**src/rtl/fighter_pkg.sv**
```systemverilog
// Shared constants and types for the fighter game's per-player movement logic.
// Positions are screen coordinates with y growing downward.
package fighter_pkg;

   localparam int POS_WIDTH = 10;

   localparam int X_START  = 100;
   localparam int Y_GROUND = 400;
   localparam int X_MIN    = 0;
   localparam int X_MAX    = 600;

   localparam int PLAYER_W = 40;
   localparam int STEP     = 4;
   localparam int JUMP_V0  = 16;
   localparam int GRAVITY  = 1;

   typedef enum logic {
      GROUND = 1'b0,
      AIR    = 1'b1
   } jump_state_e;

endpackage : fighter_pkg

```
**src/rtl/player_move_if.sv**
```systemverilog
// Command and status bundle between the action decoder and one player's
// movement controller; the renderer and collision logic read the status side.
interface player_move_if #(
   parameter int W = fighter_pkg::POS_WIDTH
) ();
   import fighter_pkg::*;

   // No valid/ready pair: commands are levels sampled only on clk edges with
   // SCEN=1, and the controller always accepts them (no backpressure).
   logic         SCEN;
   logic         move_enable;
   logic         move_left;
   logic         move_right;
   logic         jump;
   logic [W-1:0] opponent_x;

   logic [W-1:0] pos_x;
   logic [W-1:0] pos_y;
   logic         x_lock;
   logic         facing_right;
   logic         move_active;
   logic         jump_active;
   jump_state_e  jump_state;

   modport master (
      output SCEN, move_enable, move_left, move_right, jump, opponent_x,
      input  pos_x, pos_y, x_lock, facing_right, move_active, jump_active,
             jump_state
   );

   modport slave (
      input  SCEN, move_enable, move_left, move_right, jump, opponent_x,
      output pos_x, pos_y, x_lock, facing_right, move_active, jump_active,
             jump_state
   );

endinterface : player_move_if

```
**src/rtl/player_jump.sv**
```systemverilog
// Vertical integrator for one player: ground/air state machine, signed
// velocity and pos_y, advanced once per frame tick.
module player_jump
   import fighter_pkg::*;
#(
   parameter int POS_WIDTH = fighter_pkg::POS_WIDTH,
   parameter int Y_GROUND  = fighter_pkg::Y_GROUND,
   parameter int JUMP_V0   = fighter_pkg::JUMP_V0,
   parameter int GRAVITY   = fighter_pkg::GRAVITY
) (
   input  logic                 clk,
   input  logic                 reset,
   input  logic                 scen,
   input  logic                 jump_req,
   output logic [POS_WIDTH-1:0] pos_y,
   output logic                 jump_active,
   output jump_state_e          state
);

   // Two guard bits: one for the unsigned-to-signed move, one so that
   // pos_y minus a negative velocity cannot wrap.
   localparam int YW = POS_WIDTH + 2;

   localparam logic [POS_WIDTH-1:0]        Y_GROUND_V = POS_WIDTH'(Y_GROUND);
   localparam logic [POS_WIDTH-1:0]        Y_LAUNCH   = POS_WIDTH'(Y_GROUND - JUMP_V0);
   localparam logic signed [POS_WIDTH-1:0] V_LAUNCH   = POS_WIDTH'(JUMP_V0 - GRAVITY);
   localparam logic signed [POS_WIDTH-1:0] GRAV_V     = POS_WIDTH'(GRAVITY);
   localparam logic signed [YW-1:0]        Y_GROUND_X = YW'(Y_GROUND);

   jump_state_e                   state_q, state_d;
   logic [POS_WIDTH-1:0]          pos_y_q, pos_y_d;
   logic signed [POS_WIDTH-1:0]   vel_q, vel_d;
   logic signed [YW-1:0]          y_next;

   always_comb begin
      y_next = $signed({2'b00, pos_y_q}) - $signed({{2{vel_q[POS_WIDTH-1]}}, vel_q});
   end

   always_comb begin
      state_d = state_q;
      pos_y_d = pos_y_q;
      vel_d   = vel_q;
      if (scen) begin
         case (state_q)
            GROUND: begin
               if (jump_req) begin
                  state_d = AIR;
                  pos_y_d = Y_LAUNCH;
                  vel_d   = V_LAUNCH;
               end
            end
            AIR: begin
               if (y_next >= Y_GROUND_X) begin
                  state_d = GROUND;
                  pos_y_d = Y_GROUND_V;
                  vel_d   = '0;
               end else begin
                  pos_y_d = y_next[POS_WIDTH-1:0];
                  vel_d   = vel_q - GRAV_V;
               end
            end
            default: begin
               state_d = GROUND;
               pos_y_d = Y_GROUND_V;
               vel_d   = '0;
            end
         endcase
      end
   end

   always_ff @(posedge clk or negedge reset) begin
      if (!reset) begin
         state_q <= GROUND;
         pos_y_q <= Y_GROUND_V;
         vel_q   <= '0;
      end else begin
         state_q <= state_d;
         pos_y_q <= pos_y_d;
         vel_q   <= vel_d;
      end
   end

   assign pos_y       = pos_y_q;
   assign jump_active = (state_q == AIR);
   assign state       = state_q;

endmodule : player_jump

```
**src/rtl/player_move.sv**
```systemverilog
// Per-player movement controller: walks within the arena without overlapping
// the opponent, tracks facing, and delegates the vertical motion to player_jump.
module player_move
   import fighter_pkg::*;
#(
   parameter int POS_WIDTH = fighter_pkg::POS_WIDTH,
   parameter int X_START   = fighter_pkg::X_START,
   parameter int Y_GROUND  = fighter_pkg::Y_GROUND,
   parameter int X_MIN     = fighter_pkg::X_MIN,
   parameter int X_MAX     = fighter_pkg::X_MAX,
   parameter int PLAYER_W  = fighter_pkg::PLAYER_W,
   parameter int STEP      = fighter_pkg::STEP,
   parameter int JUMP_V0   = fighter_pkg::JUMP_V0,
   parameter int GRAVITY   = fighter_pkg::GRAVITY
) (
   input logic          clk,
   input logic          reset,
   player_move_if.slave bus
);

   // One extra bit keeps every sum and difference of positions free of wrap.
   localparam int E = POS_WIDTH + 1;

   localparam logic [E-1:0] STEP_E  = E'(STEP);
   localparam logic [E-1:0] X_MIN_E = E'(X_MIN);
   localparam logic [E-1:0] X_MAX_E = E'(X_MAX);
   localparam logic [E-1:0] PW_E    = E'(PLAYER_W);

   logic [POS_WIDTH-1:0] pos_x_q, pos_x_d;
   logic                 facing_q, facing_d;
   logic                 move_active_q, move_active_d;

   logic [E-1:0] px, ox, tgt, lim;
   logic         x_lock;
   logic         jump_req;

   logic [POS_WIDTH-1:0] pos_y;
   logic                 jump_active;
   jump_state_e          jump_state;

   assign px = {1'b0, pos_x_q};
   assign ox = {1'b0, bus.opponent_x};

   always_comb begin
      x_lock = facing_q ? (px + PW_E >= ox) : (px <= ox + PW_E);
   end

   always_comb begin
      pos_x_d       = pos_x_q;
      facing_d      = facing_q;
      move_active_d = move_active_q;
      tgt           = px;
      lim           = '0;
      if (bus.SCEN) begin
         if (ox > px) begin
            facing_d = 1'b1;
         end else if (ox < px) begin
            facing_d = 1'b0;
         end

         if (bus.move_enable && (bus.move_right != bus.move_left)) begin
            if (bus.move_right) begin
               tgt = (px + STEP_E > X_MAX_E) ? X_MAX_E : px + STEP_E;
               // Opponent clamp only on the facing side; it may stop us but never push us back.
               if (facing_q) begin
                  lim = (ox >= PW_E) ? ox - PW_E : '0;
                  if (tgt > lim) tgt = lim;
                  if (tgt < px)  tgt = px;
               end
            end else begin
               tgt = (px >= X_MIN_E + STEP_E) ? px - STEP_E : X_MIN_E;
               if (!facing_q) begin
                  lim = ox + PW_E;
                  if (tgt < lim) tgt = lim;
                  if (tgt > px)  tgt = px;
               end
            end
         end

         pos_x_d       = tgt[POS_WIDTH-1:0];
         move_active_d = (tgt != px);
      end
   end

   always_ff @(posedge clk or negedge reset) begin
      if (!reset) begin
         pos_x_q       <= POS_WIDTH'(X_START);
         facing_q      <= 1'b1;
         move_active_q <= 1'b0;
      end else begin
         pos_x_q       <= pos_x_d;
         facing_q      <= facing_d;
         move_active_q <= move_active_d;
      end
   end

   assign jump_req = bus.move_enable & bus.jump;

   player_jump #(
      .POS_WIDTH (POS_WIDTH),
      .Y_GROUND  (Y_GROUND),
      .JUMP_V0   (JUMP_V0),
      .GRAVITY   (GRAVITY)
   ) u_jump (
      .clk         (clk),
      .reset       (reset),
      .scen        (bus.SCEN),
      .jump_req    (jump_req),
      .pos_y       (pos_y),
      .jump_active (jump_active),
      .state       (jump_state)
   );

   assign bus.pos_x        = pos_x_q;
   assign bus.pos_y        = pos_y;
   assign bus.x_lock       = x_lock;
   assign bus.facing_right = facing_q;
   assign bus.move_active  = move_active_q;
   assign bus.jump_active  = jump_active;
   assign bus.jump_state   = jump_state;

endmodule : player_move

```
**src/flat_wrapper.sv**
```systemverilog
// flat-port wrapper written by rule: the top's interface ports become plain ports
module player_move_flat import fighter_pkg::*;
#(
   parameter int POS_WIDTH = fighter_pkg::POS_WIDTH,
   parameter int X_START   = fighter_pkg::X_START,
   parameter int Y_GROUND  = fighter_pkg::Y_GROUND,
   parameter int X_MIN     = fighter_pkg::X_MIN,
   parameter int X_MAX     = fighter_pkg::X_MAX,
   parameter int PLAYER_W  = fighter_pkg::PLAYER_W,
   parameter int STEP      = fighter_pkg::STEP,
   parameter int JUMP_V0   = fighter_pkg::JUMP_V0,
   parameter int GRAVITY   = fighter_pkg::GRAVITY
)
  (clk, reset, bus_SCEN, bus_move_enable, bus_move_left, bus_move_right, bus_jump, bus_opponent_x, bus_pos_x, bus_pos_y, bus_x_lock, bus_facing_right, bus_move_active, bus_jump_active, bus_jump_state);
  player_move_if bus_i ();
  input logic clk;
  input logic reset;
  input wire logic [$bits(bus_i.SCEN)-1:0] bus_SCEN;
  input wire logic [$bits(bus_i.move_enable)-1:0] bus_move_enable;
  input wire logic [$bits(bus_i.move_left)-1:0] bus_move_left;
  input wire logic [$bits(bus_i.move_right)-1:0] bus_move_right;
  input wire logic [$bits(bus_i.jump)-1:0] bus_jump;
  input wire logic [$bits(bus_i.opponent_x)-1:0] bus_opponent_x;
  output wire logic [$bits(bus_i.pos_x)-1:0] bus_pos_x;
  output wire logic [$bits(bus_i.pos_y)-1:0] bus_pos_y;
  output wire logic [$bits(bus_i.x_lock)-1:0] bus_x_lock;
  output wire logic [$bits(bus_i.facing_right)-1:0] bus_facing_right;
  output wire logic [$bits(bus_i.move_active)-1:0] bus_move_active;
  output wire logic [$bits(bus_i.jump_active)-1:0] bus_jump_active;
  output wire logic [$bits(bus_i.jump_state)-1:0] bus_jump_state;
  assign bus_i.SCEN = bus_SCEN;
  assign bus_i.move_enable = bus_move_enable;
  assign bus_i.move_left = bus_move_left;
  assign bus_i.move_right = bus_move_right;
  assign bus_i.jump = bus_jump;
  assign bus_i.opponent_x = bus_opponent_x;
  assign bus_pos_x = bus_i.pos_x;
  assign bus_pos_y = bus_i.pos_y;
  assign bus_x_lock = bus_i.x_lock;
  assign bus_facing_right = bus_i.facing_right;
  assign bus_move_active = bus_i.move_active;
  assign bus_jump_active = bus_i.jump_active;
  assign bus_jump_state = bus_i.jump_state;
  player_move #(.POS_WIDTH(POS_WIDTH), .X_START(X_START), .Y_GROUND(Y_GROUND), .X_MIN(X_MIN), .X_MAX(X_MAX), .PLAYER_W(PLAYER_W), .STEP(STEP), .JUMP_V0(JUMP_V0), .GRAVITY(GRAVITY)) u_core (.clk(clk), .reset(reset), .bus(bus_i));
endmodule
```
**config.mk**
```make
export PLATFORM = sky130hd
export DESIGN_NAME = player_move_flat
export DESIGN_NICKNAME = d
export VERILOG_FILES = /design/src/rtl/fighter_pkg.sv /design/src/rtl/player_move_if.sv /design/src/rtl/player_jump.sv /design/src/rtl/player_move.sv /design/src/flat_wrapper.sv
export SDC_FILE = /design/constraint.sdc
export NUM_CORES = 1
export LEC_CHECK = 0
export ABC_AREA = 0
export BUFFER_PORTS_ARGS = -buffer_cell sky130_fd_sc_hd__buf_4
export CAP_MARGIN = 20
export CORE_ASPECT_RATIO = 0.8
export CORE_UTILIZATION = 50
export CTS_CLUSTER_DIAMETER = 30
export DETAILED_ROUTE_END_ITERATION = 8
export GPL_TIMING_DRIVEN = 0
export PLACE_DENSITY = 0.71
export SKIP_LAST_GASP = 1
export SLEW_MARGIN = 5
export SYNTH_ARGS = -nofsm -noshare
export SYNTH_HDL_FRONTEND = slang
export SYNTH_SLANG_ARGS = --single-unit
```
**constraint.sdc**
```tcl
create_clock -name clk -period 5.9 [get_ports clk]
set_clock_uncertainty 0.05 [all_clocks]
set_input_delay 0.59 -clock clk [delete_from_list [all_inputs] [get_ports clk]]
set_output_delay 0.59 -clock clk [all_outputs]
set_load 0.1 [all_outputs]
```
# Word level (Yosys, flattened, before mapping)
# Index checks and enable logic that the tools add are counted.
dict set report classes {
  add_sub_neg 7
  mul 0
  n_div 0
  n_lt_le_gt_ge 12
  n_eq_ne 3
  n_shift 0
  muxes 32
  bitwise 2
  n_reduce_logical 4
}
# op count
set ops {}
lappend ops {{11-bit two-way mux} 20}
lappend ops {{10-bit two-way mux} 4}
lappend ops {{10-bit one-hot mux with 2 select lines} 2}
lappend ops {{10-bit by 6-bit adder with 11-bit output (second input constant)} 2}
lappend ops {{12-bit by 10-bit greater-or-equal comparator with 1-bit output (second input constant)} 1}
lappend ops {{11-bit by 10-bit subtractor with 12-bit output} 1}
lappend ops {{10-bit by 3-bit adder with 11-bit output (second input constant)} 1}
lappend ops {{11-bit by 10-bit greater-or-equal comparator with 1-bit output} 1}
lappend ops {{11-bit by 10-bit > comparator with 1-bit output} 1}
lappend ops {{11-bit by 10-bit > comparator with 1-bit output (second input constant)} 1}
lappend ops {{11-bit > comparator} 1}
lappend ops {{10-bit by 11-bit less-or-equal comparator with 1-bit output} 1}
lappend ops {{11-bit by 10-bit less-than comparator with 1-bit output} 1}
lappend ops {{11-bit less-than comparator} 1}
lappend ops {{11-bit by 10-bit != test with 1-bit output} 1}
lappend ops {{10-bit by 3-bit subtractor with 11-bit output (second input constant)} 1}
lappend ops {{10-bit by 6-bit subtractor with 11-bit output (second input constant)} 1}
lappend ops {{10-bit by 3-bit greater-or-equal comparator with 1-bit output (second input constant)} 1}
lappend ops {{10-bit by 6-bit greater-or-equal comparator with 1-bit output (second input constant)} 1}
lappend ops {{10-bit > comparator} 1}
lappend ops {{10-bit less-than comparator} 1}
lappend ops {{10-bit by 2-bit subtractor with 10-bit output (second input constant)} 1}
lappend ops {{1-bit two-way mux} 5}
lappend ops {{2-bit AND reduction} 2}
lappend ops {{other kinds (7)} 7}
dict set report word_totals {
  register_bits 33
  latchBits 0
  mem_bits_rw 0
  mem_bits_ro 0
  in_bits 17
  word_cells 66
  mem_count 0
}

# Depth between registers and ports, before layout
dict set report logic_depth {
  depth_word 16
  ltp_mapped 29
  mapped_depth_nobuf 26
}

# By module
# From an unflattened synthesis, not the netlist that was laid out.
dict set report hier_totals {
  hier_cells 767
  hier_area_um2 5826.8
}
# module n_inst cells_per_inst area_each_um2
set modules_own_cells {}
lappend modules_own_cells {player_move 1 605 4320.4}
lappend modules_own_cells {player_jump 1 162 1506.4}

# Worst setup path after synthesis
# OpenSTA, ideal clock, no wires.
dict set report synth_path {
  path_type {flip-flop to flip-flop}
  from {register u_core.pos_x_q[3] (netlist: u_core.bus.pos_x[3])}
  to {register u_core.move_active_q (netlist: u_core.bus.move_active)}
  arrival_time_ps 6580
  t_required_ps 5709
  setup_slack_ps -870
  stages_incl_launch_ff 26
  path_buffers 2
  path_cell_list {dfrtp_1 > inv_1 > ha_1 > a21boi_2 > nand3_1 > nor3_1 > buf_2 > a21o_1 > inv_1 > ha_1 > a211oi_2 > o211ai_1 > a221oi_4 > nand2_2 > buf_2 > mux2i_1 > ha_1 > a211o_1 > a21oi_1 > a31oi_1 > or3_2 > o31a_1 > o221a_1 > nand3_1 > and4b_1 > a41oi_2}
}
dict set report synth_between {
  elab_chain_len 16
}
# element line_no
set synth_rtl {}
lappend synth_rtl {{start: declaration} player_move.sv:29} ;# logic [POS_WIDTH-1:0] pos_x_q, pos_x_d;
lappend synth_rtl {{start signal: assignment} player_move.sv:87} ;# pos_x_q <= POS_WIDTH'(X_START);
lappend synth_rtl {{start signal: assignment} player_move.sv:91} ;# pos_x_q <= pos_x_d;
lappend synth_rtl {{10-bit by 3-bit adder with 11-bit output} player_move.sv:63} ;# tgt = (px + STEP_E > X_MAX_E) ? X_MAX_E : px + STEP_E;
lappend synth_rtl {{11-bit by 10-bit > comparator with 1-bit output} player_move.sv:63}
lappend synth_rtl {{11-bit two-way mux} player_move.sv:63}
lappend synth_rtl {{11-bit > comparator} player_move.sv:67} ;# if (tgt > lim) tgt = lim;
lappend synth_rtl {{11-bit two-way mux} player_move.sv:67}
lappend synth_rtl {{11-bit two-way mux} player_move.sv:65} ;# if (facing_q) begin
lappend synth_rtl {{11-bit two-way mux} player_move.sv:62} ;# if (bus.move_right) begin
lappend synth_rtl {{11-bit two-way mux} player_move.sv:61} ;# if (bus.move_enable && (bus.move_right != bus.move_left)) begin
lappend synth_rtl {{11-bit two-way mux} player_move.sv:54} ;# if (bus.SCEN) begin
lappend synth_rtl {{11-bit by 10-bit less-than comparator with 1-bit output} player_move.sv:68} ;# if (tgt < px) tgt = px;
lappend synth_rtl {{11-bit two-way mux} player_move.sv:68}
lappend synth_rtl {{11-bit two-way mux} player_move.sv:65}
lappend synth_rtl {{11-bit two-way mux} player_move.sv:62}
lappend synth_rtl {{11-bit two-way mux} player_move.sv:61}
lappend synth_rtl {{11-bit two-way mux} player_move.sv:54}
lappend synth_rtl {{11-bit by 10-bit != test with 1-bit output (*)} player_move.sv:81} ;# move_active_d = (tgt != px);
lappend synth_rtl {{end signal: assignment} player_move.sv:93} ;# move_active_q <= move_active_d;
lappend synth_rtl {{end: declaration} player_move.sv:31} ;# logic move_active_q, move_active_d;
# Mark *: on every way between the ends. The rest lies on a longest branch, timed or not. The select of a mux whose other input is x is not followed.
# A chain may end at the register's enable or synchronous reset.

# Worst setup path after layout
# Ends and elaborated chain as after synthesis.

==> impl_results.md <==
- Clock Path Buffers: 2
- Worst Path Arrival: 6.29 ns
- Relative slew slack: 43.7%
- Fin crit share: 104%
- Largest net degree at the start of global routing: 34
- Die footprint: 11900 µm²
- Core box area: roughly 11000 µm²
- Slowest CP cell: dfrtp_4
- Synth Register Bits: 33
- HPWL after DPL: 17.0 mm
- Ratio of cells with drive above 1 in the final layout: 32.0%
- Synthesized Nets: 831
- Post-Synthesis Cell Area: 5750 µm²
- Synth warnings: 0
- Antenna cells: 0
- CP delay by family, top: simple AND/OR/NAND/NOR gates
- Async set or reset register ratio after synthesis: 100%
- Cell total after placement: just over 900
- Reg clk slew, reported paths: 0.06 ns
- Initial antenna violation count: 0
- Clock tree root driver cell: clkbuf_16
- P&R area growth vs syn: 36.2%
- Via density: 6.97
- Max Cap Viol: 0
- Drt pass-1 iters: 6
- WP buf/inv: 5
- Drt total wl: 25.0 mm
- Outcome: complete, but fails checks
- Post-Syn Instances: 726
- Critical Path Start Type: flop
- Distinct cells, synth: 94
- Setup CP Type: reg -> reg
- Grt total ovfl: 0
- Failing checks: setup timing
- Final Hold Slack: 0.206 ns
- Initial Util: 52.2%
- Placer Congestion: 0.992
- Slew at the pin closest to its max-slew limit: around 0.84 ns
- Crit path max fanout: 7
- FMAX: 163 MHz
- CP peak stage delay: 0.53 ns
- RSZ-0062 raised after global routing: yes
- Die height: 97.9 µm
- Post-synthesis sequential area ratio: 14.5%
- Buffers on Ports: 41
- Initial DRC count: between 800 and 900
- Drc violations: 0
- CP endpoint kind: flop
- Final ANT Viol Nets: 0
- Slew Limit Fails: 0
- Setup ws final: -0.225 ns
- H-tree level count: 2
- WL/cell: 25.3 µm
- # setup viols final: 3
- # IOs: 42
- Mapped Avg Cell Area: 7.92 µm²
- # rows: 34
- Hold Fails Final Rpt: 0
- Most used flip-flop cell after synthesis: dfrtp_1
- CTS tree: yes
- First-pass GRT wire length: 35.0 mm
- Die Wd: 122 µm
- Fill cells: roughly 840
- Clock insertion delay at the later pin of the skew report: 0.29 ns
- Vias in the first global route: 6117
- Routed vias: 6903
- Clock buffer count from CTS: 5
- TritonCTS Sinks: 33
- Post-Layout Cell Count: 990
- Final core utilization: ~71%
- Tmin final: 6.13 ns
- Worst Hold Class: in -> async
- WP data required: 6.06 ns
- Fin nets: 950
- Post-synth EDFFs: 0
- Total GRT Usage: 39.1%
[worst register-to-register path: cells and delay by family, from the launching register on]
kind            cells  cell delay [ns]
compound gates      6             1.44
fa+ha+maj           3             0.66
buf+inv             5             0.81
flops               1             0.53
mux                 3             0.84
simple gates        8             1.73
[routing by layer]
metal	global-route usage [%]	vias to the layer above	share of wire (%)
li1	-	2973	-
met1	58.3	3271	42
met2	54.5	536	41
met3	11.0	123	14
met4	9.31	0	3.5
met5	0	-	0
[per-stage QoR]
stage               TNS (ns)  cell area (µm²)  setup slack (ns)
finish                -0.229             7830            -0.225
global route           -1.19             7830            -0.368
CTS                 -0.00423             7110          -0.00423
detailed placement     -6.04             6350            -0.970
global placement       -6.15             6350            -0.950
floorplan                  0             5860            0.0214
[cells in the mapped netlist (all sizes together) (5+ instances only)]
cell | number | area (µm²)
a2111oi | 5 | 62.6
clkbuf | 13 | 48.8
a211oi | 11 | 92.6
o31ai | 11 | 96.3
nand3 | 19 | 95.1
and3 | 7 | 43.8
mux2i | 13 | 130
nand2b | 6 | 37.5
and2 | 6 | 37.5
o21ai | 44 | 220
nand2 | 69 | 262
a21oi | 48 | 252
dfrtp | 26 | 651
dfstp | 7 | 184
o211ai | 7 | 52.6
nor2b | 8 | 50.1
a21o | 15 | 113
nor2 | 53 | 211
inv | 57 | 214
o221ai | 6 | 76.3
nor3 | 19 | 100
or3 | 7 | 45.1
nand4 | 12 | 75.1
xor2 | 6 | 52.6
o22ai | 7 | 43.8
buf | 14 | 90.1
a31oi | 11 | 68.8
a211o | 7 | 61.3
ha | 87 | 1090
xnor2 | 29 | 254
nor4 | 7 | 56.3
o21a | 8 | 60.1
[cells in the final DEF (no fill, tap or decap), types with 7 or more instances in the layout]
cell type,instances
a31oi_1,8
ha_4,11
dfrtp_1,24
buf_6,12
a211o_1,7
nor2b_1,8
nand3_1,16
nor3_1,14
ha_1,74
inv_1,49
buf_4,103
nor2_1,41
o31ai_1,7
o211ai_1,7
nand4_1,12
clkbuf_1,11
o21ai_2,7
xnor2_1,29
and3_1,7
a21o_1,15
nand2_1,66
o21ai_0,28
a21oi_1,39
nor2_4,8
o21a_1,8
[sequential cells by signal (all words and copies together) (netlist names)]
register,cells
u_core.bus.facing_right,1
u_core.u_jump.vel_q,10
u_core.u_jump.jump_active,1
u_core.u_jump.pos_y,10
u_core.bus.move_active,1
u_core.bus.pos_x,10
[logic make-up after synthesis]
family                     Yosys count  synth area share (%)
adders and majority gates           88                  19.3
buffers and inverters               85                  6.20
other                                1                0.0652
xor gates and xnor gates            35                  5.33
DFF                                 33                  14.5
AOI/OAI and AO/OA                  236                  30.8
muxes                               19                  3.83
and+or+nand+nor                    229                  20.0
[area by class of cell]
class	instances	area, µm²	share of cell area, %
multi-input cells	608	5290	67.6
repair buffers	113	921	11.8
flip-flops and latches	33	846	10.8
inverters	58	229	2.92
plain buffers	26	193	2.46
well taps	144	180	2.30
clock buffers	5	125	1.60
clock inverters	3	46.3	0.591
[path summary, 6_finish.rpt]
kind                                        start                endpoint  slack [ns]  depth (start not counted)
min reg2reg                u_core.u_jump.pos_y[4]  u_core.u_jump.pos_y[4]        0.45                          2
max                           u_core.bus.pos_x[3]  u_core.bus.move_active       -0.23                         25
min in group clk           u_core.u_jump.pos_y[4]  u_core.u_jump.pos_y[4]        0.45                          2
max reg2reg                   u_core.bus.pos_x[3]  u_core.bus.move_active       -0.23                         25
max in group asynchronous                   reset     u_core.bus.pos_x[4]        5.22                          1
min                                         reset  u_core.u_jump.pos_y[9]        0.21                          1
[repair_timing]
action	CTS	global route
setup buffers	43	27
resized for setup	58	90
pin swaps	30	57
hold buffers	0	0
endpoints found under the setup margin	11	8
cloned	1	1
Power is not shown: default switching activity piles up to over one toggle a cycle in this logic, so the estimate is an artifact.
